### src/rtl/sram_fifo_ctrl.sv
// SRAM-backed FIFO: 1R1W SRAM plus a 3-entry output buffer; enq at edge T shows deq_valid after edge T+2.
// Backpressure: enq_ready is registered from next occupancy; SRAM reads stall while buffer+in-flight reaches 3.
module sram_fifo_ctrl #(
  parameter  int WIDTH  = 96,
  parameter  int DEPTH  = 128,
  localparam int ADDR_W = $clog2(DEPTH)
) (
  input  logic                clk,
  input  logic                reset_n,
  input  logic                enq_valid,
  output logic                enq_ready,
  input  logic [WIDTH-1:0]    enq_bits,
  output logic                deq_valid,
  input  logic                deq_ready,
  output logic [WIDTH-1:0]    deq_bits,
  output logic [ADDR_W:0]     count,
  output logic [ADDR_W-1:0]   sram_a1,
  output logic                sram_csb1,
  output logic                sram_oeb1,
  input  logic [WIDTH-1:0]    sram_o1,
  output logic [ADDR_W-1:0]   sram_a2,
  output logic                sram_csb2,
  output logic                sram_web2,
  output logic [WIDTH/8-1:0]  sram_wbm2,
  output logic [WIDTH-1:0]    sram_i2
);

  localparam int BUF_N = 3;

  logic [ADDR_W-1:0] wr_ptr_q, wr_ptr_d;
  logic [ADDR_W-1:0] rd_ptr_q, rd_ptr_d;
  logic [ADDR_W:0]   sram_cnt_q, sram_cnt_d;
  logic [ADDR_W:0]   count_q, count_d;
  logic [1:0]        buf_cnt_q, buf_cnt_d;
  logic              rd_inflight_q, rd_inflight_d;
  logic              enq_ready_q, enq_ready_d;
  logic              deq_valid_q, deq_valid_d;
  logic [WIDTH-1:0]  buf_q [BUF_N];
  logic [WIDTH-1:0]  buf_d [BUF_N];

  logic              enq_fire;
  logic              deq_fire;
  logic              rd_issue;
  logic [2:0]        occ;
  logic [1:0]        tail_idx;

  always_comb begin
    enq_fire      = enq_valid & enq_ready_q;
    deq_fire      = deq_valid_q & deq_ready;
    // Reserve a buffer slot for every read still in flight so a capture never overflows.
    occ           = {1'b0, buf_cnt_q} + {2'b00, rd_inflight_q};
    rd_issue      = (sram_cnt_q != '0) && (occ < 3'(BUF_N));

    wr_ptr_d      = wr_ptr_q + ADDR_W'(enq_fire);
    rd_ptr_d      = rd_ptr_q + ADDR_W'(rd_issue);
    sram_cnt_d    = sram_cnt_q + (ADDR_W+1)'(enq_fire) - (ADDR_W+1)'(rd_issue);
    count_d       = count_q + (ADDR_W+1)'(enq_fire) - (ADDR_W+1)'(deq_fire);
    enq_ready_d   = count_d < (ADDR_W+1)'(DEPTH);
    rd_inflight_d = rd_issue;

    buf_d = buf_q;
    if (deq_fire) begin
      for (int i = 0; i < BUF_N - 1; i++) begin
        buf_d[i] = buf_q[i+1];
      end
    end
    tail_idx = buf_cnt_q - {1'b0, deq_fire};
    if (rd_inflight_q) begin
      buf_d[tail_idx] = sram_o1;
    end
    buf_cnt_d   = buf_cnt_q + {1'b0, rd_inflight_q} - {1'b0, deq_fire};
    deq_valid_d = (buf_cnt_d != 2'd0);
  end

  always_ff @(posedge clk or negedge reset_n) begin
    if (!reset_n) begin
      wr_ptr_q      <= '0;
      rd_ptr_q      <= '0;
      sram_cnt_q    <= '0;
      count_q       <= '0;
      buf_cnt_q     <= '0;
      rd_inflight_q <= 1'b0;
      enq_ready_q   <= 1'b0;
      deq_valid_q   <= 1'b0;
      for (int i = 0; i < BUF_N; i++) begin
        buf_q[i] <= '0;
      end
    end else begin
      wr_ptr_q      <= wr_ptr_d;
      rd_ptr_q      <= rd_ptr_d;
      sram_cnt_q    <= sram_cnt_d;
      count_q       <= count_d;
      buf_cnt_q     <= buf_cnt_d;
      rd_inflight_q <= rd_inflight_d;
      enq_ready_q   <= enq_ready_d;
      deq_valid_q   <= deq_valid_d;
      for (int i = 0; i < BUF_N; i++) begin
        buf_q[i] <= buf_d[i];
      end
    end
  end

  assign enq_ready = enq_ready_q;
  assign deq_valid = deq_valid_q;
  assign deq_bits  = buf_q[0];
  assign count     = count_q;

  assign sram_a1   = rd_ptr_q;
  assign sram_csb1 = ~rd_issue;
  assign sram_oeb1 = 1'b0;
  assign sram_a2   = wr_ptr_q;
  assign sram_csb2 = ~enq_fire;
  assign sram_web2 = ~enq_fire;
  assign sram_wbm2 = '1;
  assign sram_i2   = enq_bits;

endmodule

### config.mk
export PLATFORM = sky130hd
export DESIGN_NAME = sram_fifo_ctrl
export DESIGN_NICKNAME = d
export VERILOG_FILES = /design/src/rtl/sram_fifo_ctrl.sv
export SDC_FILE = /design/constraint.sdc
export NUM_CORES = 1
export LEC_CHECK = 0
export ABC_AREA = 1
export BUFFER_PORTS_ARGS = -buffer_cell sky130_fd_sc_hd__buf_2
export CORE_MARGIN = 1
export CORE_UTILIZATION = 43
export DETAILED_ROUTE_END_ITERATION = 16
export MAX_ROUTING_LAYER = met4
export PLACE_DENSITY = 0.72
export SYNTH_ARGS = -nofsm -noshare
export SYNTH_HDL_FRONTEND = slang
export SYNTH_SLANG_ARGS = --single-unit
### constraint.sdc
create_clock -name clk -period 2.5 [get_ports clk]
set_clock_uncertainty 0.1 [all_clocks]
set_input_delay 0.625 -clock clk [delete_from_list [all_inputs] [get_ports clk]]
set_output_delay 0.625 -clock clk [all_outputs]
set_load 0.005 [all_outputs]
-- Word-level counts from Yosys, hierarchy flattened
Index checks and enable logic that the tools add are counted.
- register bits: 323
- latch bits: 0
- bits in writable memories: 0
- memory bits (read-only): 0
- word-level logic and storage cells: 39
- memories: 0
- $add $sub $neg: 10
- multiply operators: 0
- divide/modulo/power cells: 0
- magnitude comparators: 4
- eq/ne operators: 0
- shift operators: 0
- muxes and demuxes: 5
- bitwise logic cells: 5
- reduce and logical (&&, ||, !) cells: 4
- operators by type and width (kind ; count):
    $bwmux 288 ; 1
    $mux 288 ; 1
    $demux 96 s2 ; 1
    $mux 192 ; 1
    $mux 96 ; 1
    $add 8x1->8 ; 2
    $sub 8x1->8 ; 2
    $add 7x1->7 ; 2
    $lt 8x8->1 const B ; 1
    $reduce_bool 8->1 ; 1
    $sub 2x1->2 ; 2
    $add 2x1->3 ; 1
    $ge 3x3->1 const B ; 1
    $lt 3x1->1 const B ; 1
    $lt 3x2->1 const B ; 1
    $not 2->3 ; 1
    $add 2x1->2 ; 1
    $and 1x1->1 ; 2
    $logic_and 1x1->1 ; 2
    $not 1->1 ; 2
    $reduce_bool 2->1 ; 1

-- Longest topological paths before layout
- depth after elaboration: 9
- mapped depth: 17

-- Least setup slack after synthesis
No wires, ideal clock.
- path type: register -> register
- start: register buf_cnt_q[0]
- end: register sram_cnt_q[6]
- library setup time: 0.116 ns
- arrival: 2.499 ns
- required time: 2.284 ns
- slack: -0.215 ns
- cell stages (with the launch flop): 16
- path buffers: 0
- period minus slack after synthesis: 2.715 ns
- path through: dfrtp_1 ha_1 ha_1 a21o_1 a31oi_1 ha_1 inv_1 ha_1 inv_1 fa_1 inv_1 nand2_1 nand2_1 nand3_1 nand3_1 nand2_1
- word-level cells in the longest chain between the ends: 4
- RTL lines (what ; RTL line ; source):
    start, declared ; 34 ; logic [1:0] buf_cnt_q, buf_cnt_d;
    start signal, assigned ; 93 ; buf_cnt_q <= buf_cnt_d;
    $add 2x1->3 ; 51 ; occ = {1'b0, buf_cnt_q} + {2'b00, rd_inflight_q};
    $lt 3x2->1 ; 52 ; rd_issue = (sram_cnt_q != '0) && (occ < 3'(BUF_N));
    $logic_and 1x1->1 ; 52 ;
    named net rd_inflight_d ; 35 ; logic rd_inflight_q, rd_inflight_d;
    $sub 8x1->8 ; 56 ; sram_cnt_d = sram_cnt_q + (ADDR_W+1)'(enq_fire) - (ADDR_W+1)'(rd_issue);
    named net sram_cnt_d[6] ; 32 ; logic [ADDR_W:0] sram_cnt_q, sram_cnt_d;
    end signal, assigned ; 91 ; sram_cnt_q <= sram_cnt_d;
    end, declared ; 32 ;
The timed path passes the listed nets, and every way through them passes these cells.
A chain may end at the register's enable or synchronous reset.

-- Final worst setup path
- start: register rd_inflight_q
- end: output port sram_csb1
- word-level cells in the longest chain between the ends: 4
- RTL lines (what ; RTL line ; source):
    start, declared ; 35 ;
    start signal, assigned ; 94 ; rd_inflight_q <= rd_inflight_d;
    $add 2x1->3 ; 51 ;
    $lt 3x2->1 ; 52 ;
    $logic_and 1x1->1 ; 52 ;
    named net rd_inflight_d ; 35 ;
    $not 1->1 ; 109 ; assign sram_csb1 = ~rd_issue;
    end, declared ; 18 ; output logic sram_csb1,
The timed path passes the listed nets, and every way through them passes these cells.

==> summary.md <==
| Metric | Value |
|---|---|
| Outcome | `finished with violations` |
| Failing checks | `negative setup slack` |
| WP buf/inv | `3` |
| Critical Path Start | `rd_inflight_q` |
| Final Hold Vio Count | `0` |
| Post-synth top flop | `dfrtp_1` |
| Seq pwr share | `35.0%` |
| CP Capture Point | `sram_csb1` |
| Clk pwr share | `20.1%` |
| Placed cells | `2550` |
| DRT iter0 DRCs | `662` |
| Post-DR wirelength/cell | `13.3 microns` |
| Later-pin clock latency in the skew report | `520 ps` |
| Core area | `38900 sq um` |
| Pin count of the biggest net entering global routing | `193` |
| Worst setup EP type | `output port` |
| IO Port Bufs | `222` |
| DIE WIDTH | `201 microns` |
| IO Pins | `428` |
| Clock buffer depth | `3` |
| Vias post-DR | `12200` |
| PwrDens | `1420 nW/um^2` |
| #FFs+latches synth | `323` |
| Layout cells sized above 1 | `20.5%` |
| CTS buffer count | `37` |
| Post-route cell area | `18200 sq um` |
| Die Y | `201 microns` |
| Net count, final | `2304` |
| Global-route usage over all layers | `18.3%` |
| Initial antenna violation count | `1` |
| Pleak | `9.98 nW` |
| DRT Pass-1 Iters | `5` |
| Final Slew Violations | `0` |
| Drc violations | `0` |
| CP max stage delay | `390 ps` |
| Switching Fraction | `40.0%` |
| Root buffer cell | `clkbuf_16` |
| Top delay family on crit path | `adder cells` |
| Final period utilization | `107%` |
| NetSw | `10.3 mW` |
| Starting Density | `43.9%` |
| Rows | `72` |
| Worst slew margin | `33.5%` |
| Max-Cap Viols | `0` |
| Slew @ Worst Pin | `998 ps` |
| Fmax | `374 MHz` |
| DRT Wirelength | `34.8 mm` |
| Worst setup margin | `-172 ps` |
| CP Class | `flop to output port` |
| Global placer's final weighted congestion | `0.780` |
| Commonest non-fill, non-tap cell in the layout | `nand2_1` |
| VDD IR max | `1.14 mV` |
| Total die area | `40500 sq um` |
| Post-synthesis cell type count | `27` |
| Internal Power | `15.5 mW` |
| Dpl cell area | `16900 sq um` |
| Antenna Violating Nets Remaining | `0` |
| Critical path's slowest cell | `dfrtp_1` |
| Finished Layout Cells | `2621` |
| Min cycle time layout | `2670 ps` |
| Setup crit start kind | `flop` |
| Post-Syn Area | `17100 sq um` |
| Vias in the first global route | `12300` |
| Power Total | `25.8 mW` |
| Arr. time, crit path | `1950 ps` |
| Sequential fraction of the synthesis area | `47.3%` |
| Unrepaired setup endpoints after global routing | `yes` |
| Register clock-pin slew on the reported worst setup and hold paths | `60 ps` |
| Global-route wire length before repair | `59.5 mm` |
| Worst hold path class | `input pin to flop` |
| Mapped Avg Cell Area | `8.21 sq um` |
| Crit-path cells | `ha_2 -> ha_4 -> a21o_1 -> a31oi_2 -> buf_4 -> inv_2 -> buf_2` |
| Synth async-reset ratio | `100%` |
| R2R Setup Slk | `-160 ps` |
| R2r startpoint | `rd_inflight_q` |
| Remaining Overflow, GRT | `0` |
| Synth Instances | `2079` |
| Synthesis warning total | `0` |
| Most frequent cells in the layout | `895 x nand2_1, 323 x dfrtp_1, 221 x buf_2` |
| Area Overhead vs Synth | `6.61%` |
| Register-to-Register Path Depth | `17` |
| CTS tree | `built` |
| Worst-path fanout max | `2` |
| Via/cell ratio | `4.66` |
| Number of H-tree levels | `2` |
| Post-DP HPWL | `22.2 mm` |
| R2R Path End | `sram_cnt_q[6]` |
| Setup-failing EPs final | `3` |
| CTS Sinks | `323` |
| Post-synth EDFFs | `0` |
| Crit path depth | `7` |
| Required time worst endpoint | `1770 ps` |
| Comb power frac | `45.0%` |
-- Yosys cell counts, types with 3 or more instances --
library cell	count	area share (%)
a21oi_1	5	0.15
buf_2	33	0.97
buf_4	208	9.1
buf_6	57	3.8
clkbuf_1	12	0.26
dfrtp_1	323	47
ha_1	28	2.1
inv_1	152	3.3
nand2_1	901	20
nand2_2	3	0.11
nand3_1	14	0.41
nand3b_1	3	0.13
nor2_1	11	0.24
o21ai_0	173	5.1
o21ai_1	35	1.0
o21ai_2	88	4.5
or2_2	4	0.15
xnor2_1	5	0.26
xor2_1	13	0.67
-- worst reg2reg max path: stages (launching register included) --
cell     delay [ps]
dfrtp_1         390
ha_2            200
ha_4            200
a21o_1          160
a31oi_2         170
buf_4           150
ha_4            190
inv_4            50
ha_4            120
inv_2            30
fa_2            340
inv_2            70
nand2_2          50
nand2_2          90
nand3_2          90
nand2_2          80
nand2_1          50
nand2_1          70
-- routing by layer --
layer  part of all wire (%)  global-route usage [%]  up-vias
li1                       -                       -     6187
met3                    6.9                    5.07       52
met2                     48                    29.7      326
met5                      0                       -        -
met4                    2.2                    6.30        0
met1                     43                    21.9     5659
-- logic make-up (layout without fill, tap and decap cells) --
kind of cell	Yosys count	after routing	share of synthesized area [%]
AND/OR/NAND/NOR	938	938	20.9
AO/OA/AOI/OAI	303	303	10.8
adder cells (fa/ha/maj)	30	30	2.29
other	2	14	0.0440
flip-flops	323	323	47.3
XOR/XNOR	19	19	1.02
buffers and inverters	464	476	17.6
-- cell type report --
cell class                      instances  area, sq um
Antenna cell                            1         2.50
Multi-Input combinational cell       1303         6150
Clock inverter                          9         76.3
Inverter                              153          582
Tap cell                              518          648
Timing Repair Buffer                  260         1570
Sequential cell                       323         8080
Clock buffer                           54         1090
Fill cell                            3718        20700
-- worst min path at each step --
stage | depth (start not counted) | slack, ps | startpoint | end
after floorplan | 0 | 230 | reset_n | asynchronous set/reset pin
after global routing | 3 | 270 | sram_o1[24] | flop
final | 3 | 280 | sram_o1[94] | flop
after detailed placement | 1 | 360 | sram_a1[6] | sram_a1[6]
after global placement | 1 | 350 | sram_a1[6] | sram_a1[6]
after CTS | 3 | 250 | sram_o1[5] | buf_q[101]
-- power groups by stage --
| stage | Combinational [mW] | Sequential, mW | Clock (mW) |
|---|---|---|---|
| floorplan | 10.1 | 8.84 | 0 |
| global placement | 11.0 | 9.00 | 0 |
| detailed placement | 11.4 | 9.10 | 0 |
| CTS | 11.7 | 9.04 | 5.35 |
| global route | 13.4 | 9.34 | 5.57 |
| finish | 11.6 | 9.02 | 5.17 |
-- per-stage QoR --
step | util [%] | setup TNS, ps | hold slack [ps] | setup WS, ps
4_1_cts | 46.7 | -440 | 247 | -206
3_3_place_gp | 43.5 | -135 | 354 | -81.7
2_1_floorplan | - | -84.4 | 229 | -42.4
5_1_grt | 46.8 | -781 | 270 | -267
6_report | 46.8 | -438 | 278 | -172
3_5_place_dp | 43.5 | -219 | 358 | -124
-- timing repair --
item                                   in CTS  in global routing
setup endpoints to repair                   3                  5
endpoints found under the hold margin      35                  0
hold buffers                                1                  0
pin swaps                                   4                  2
cloned                                      0                  0
gates resized for setup                     7                  6
setup buffers                               5                  1
Note: power is estimated with default switching activity, not from simulation.
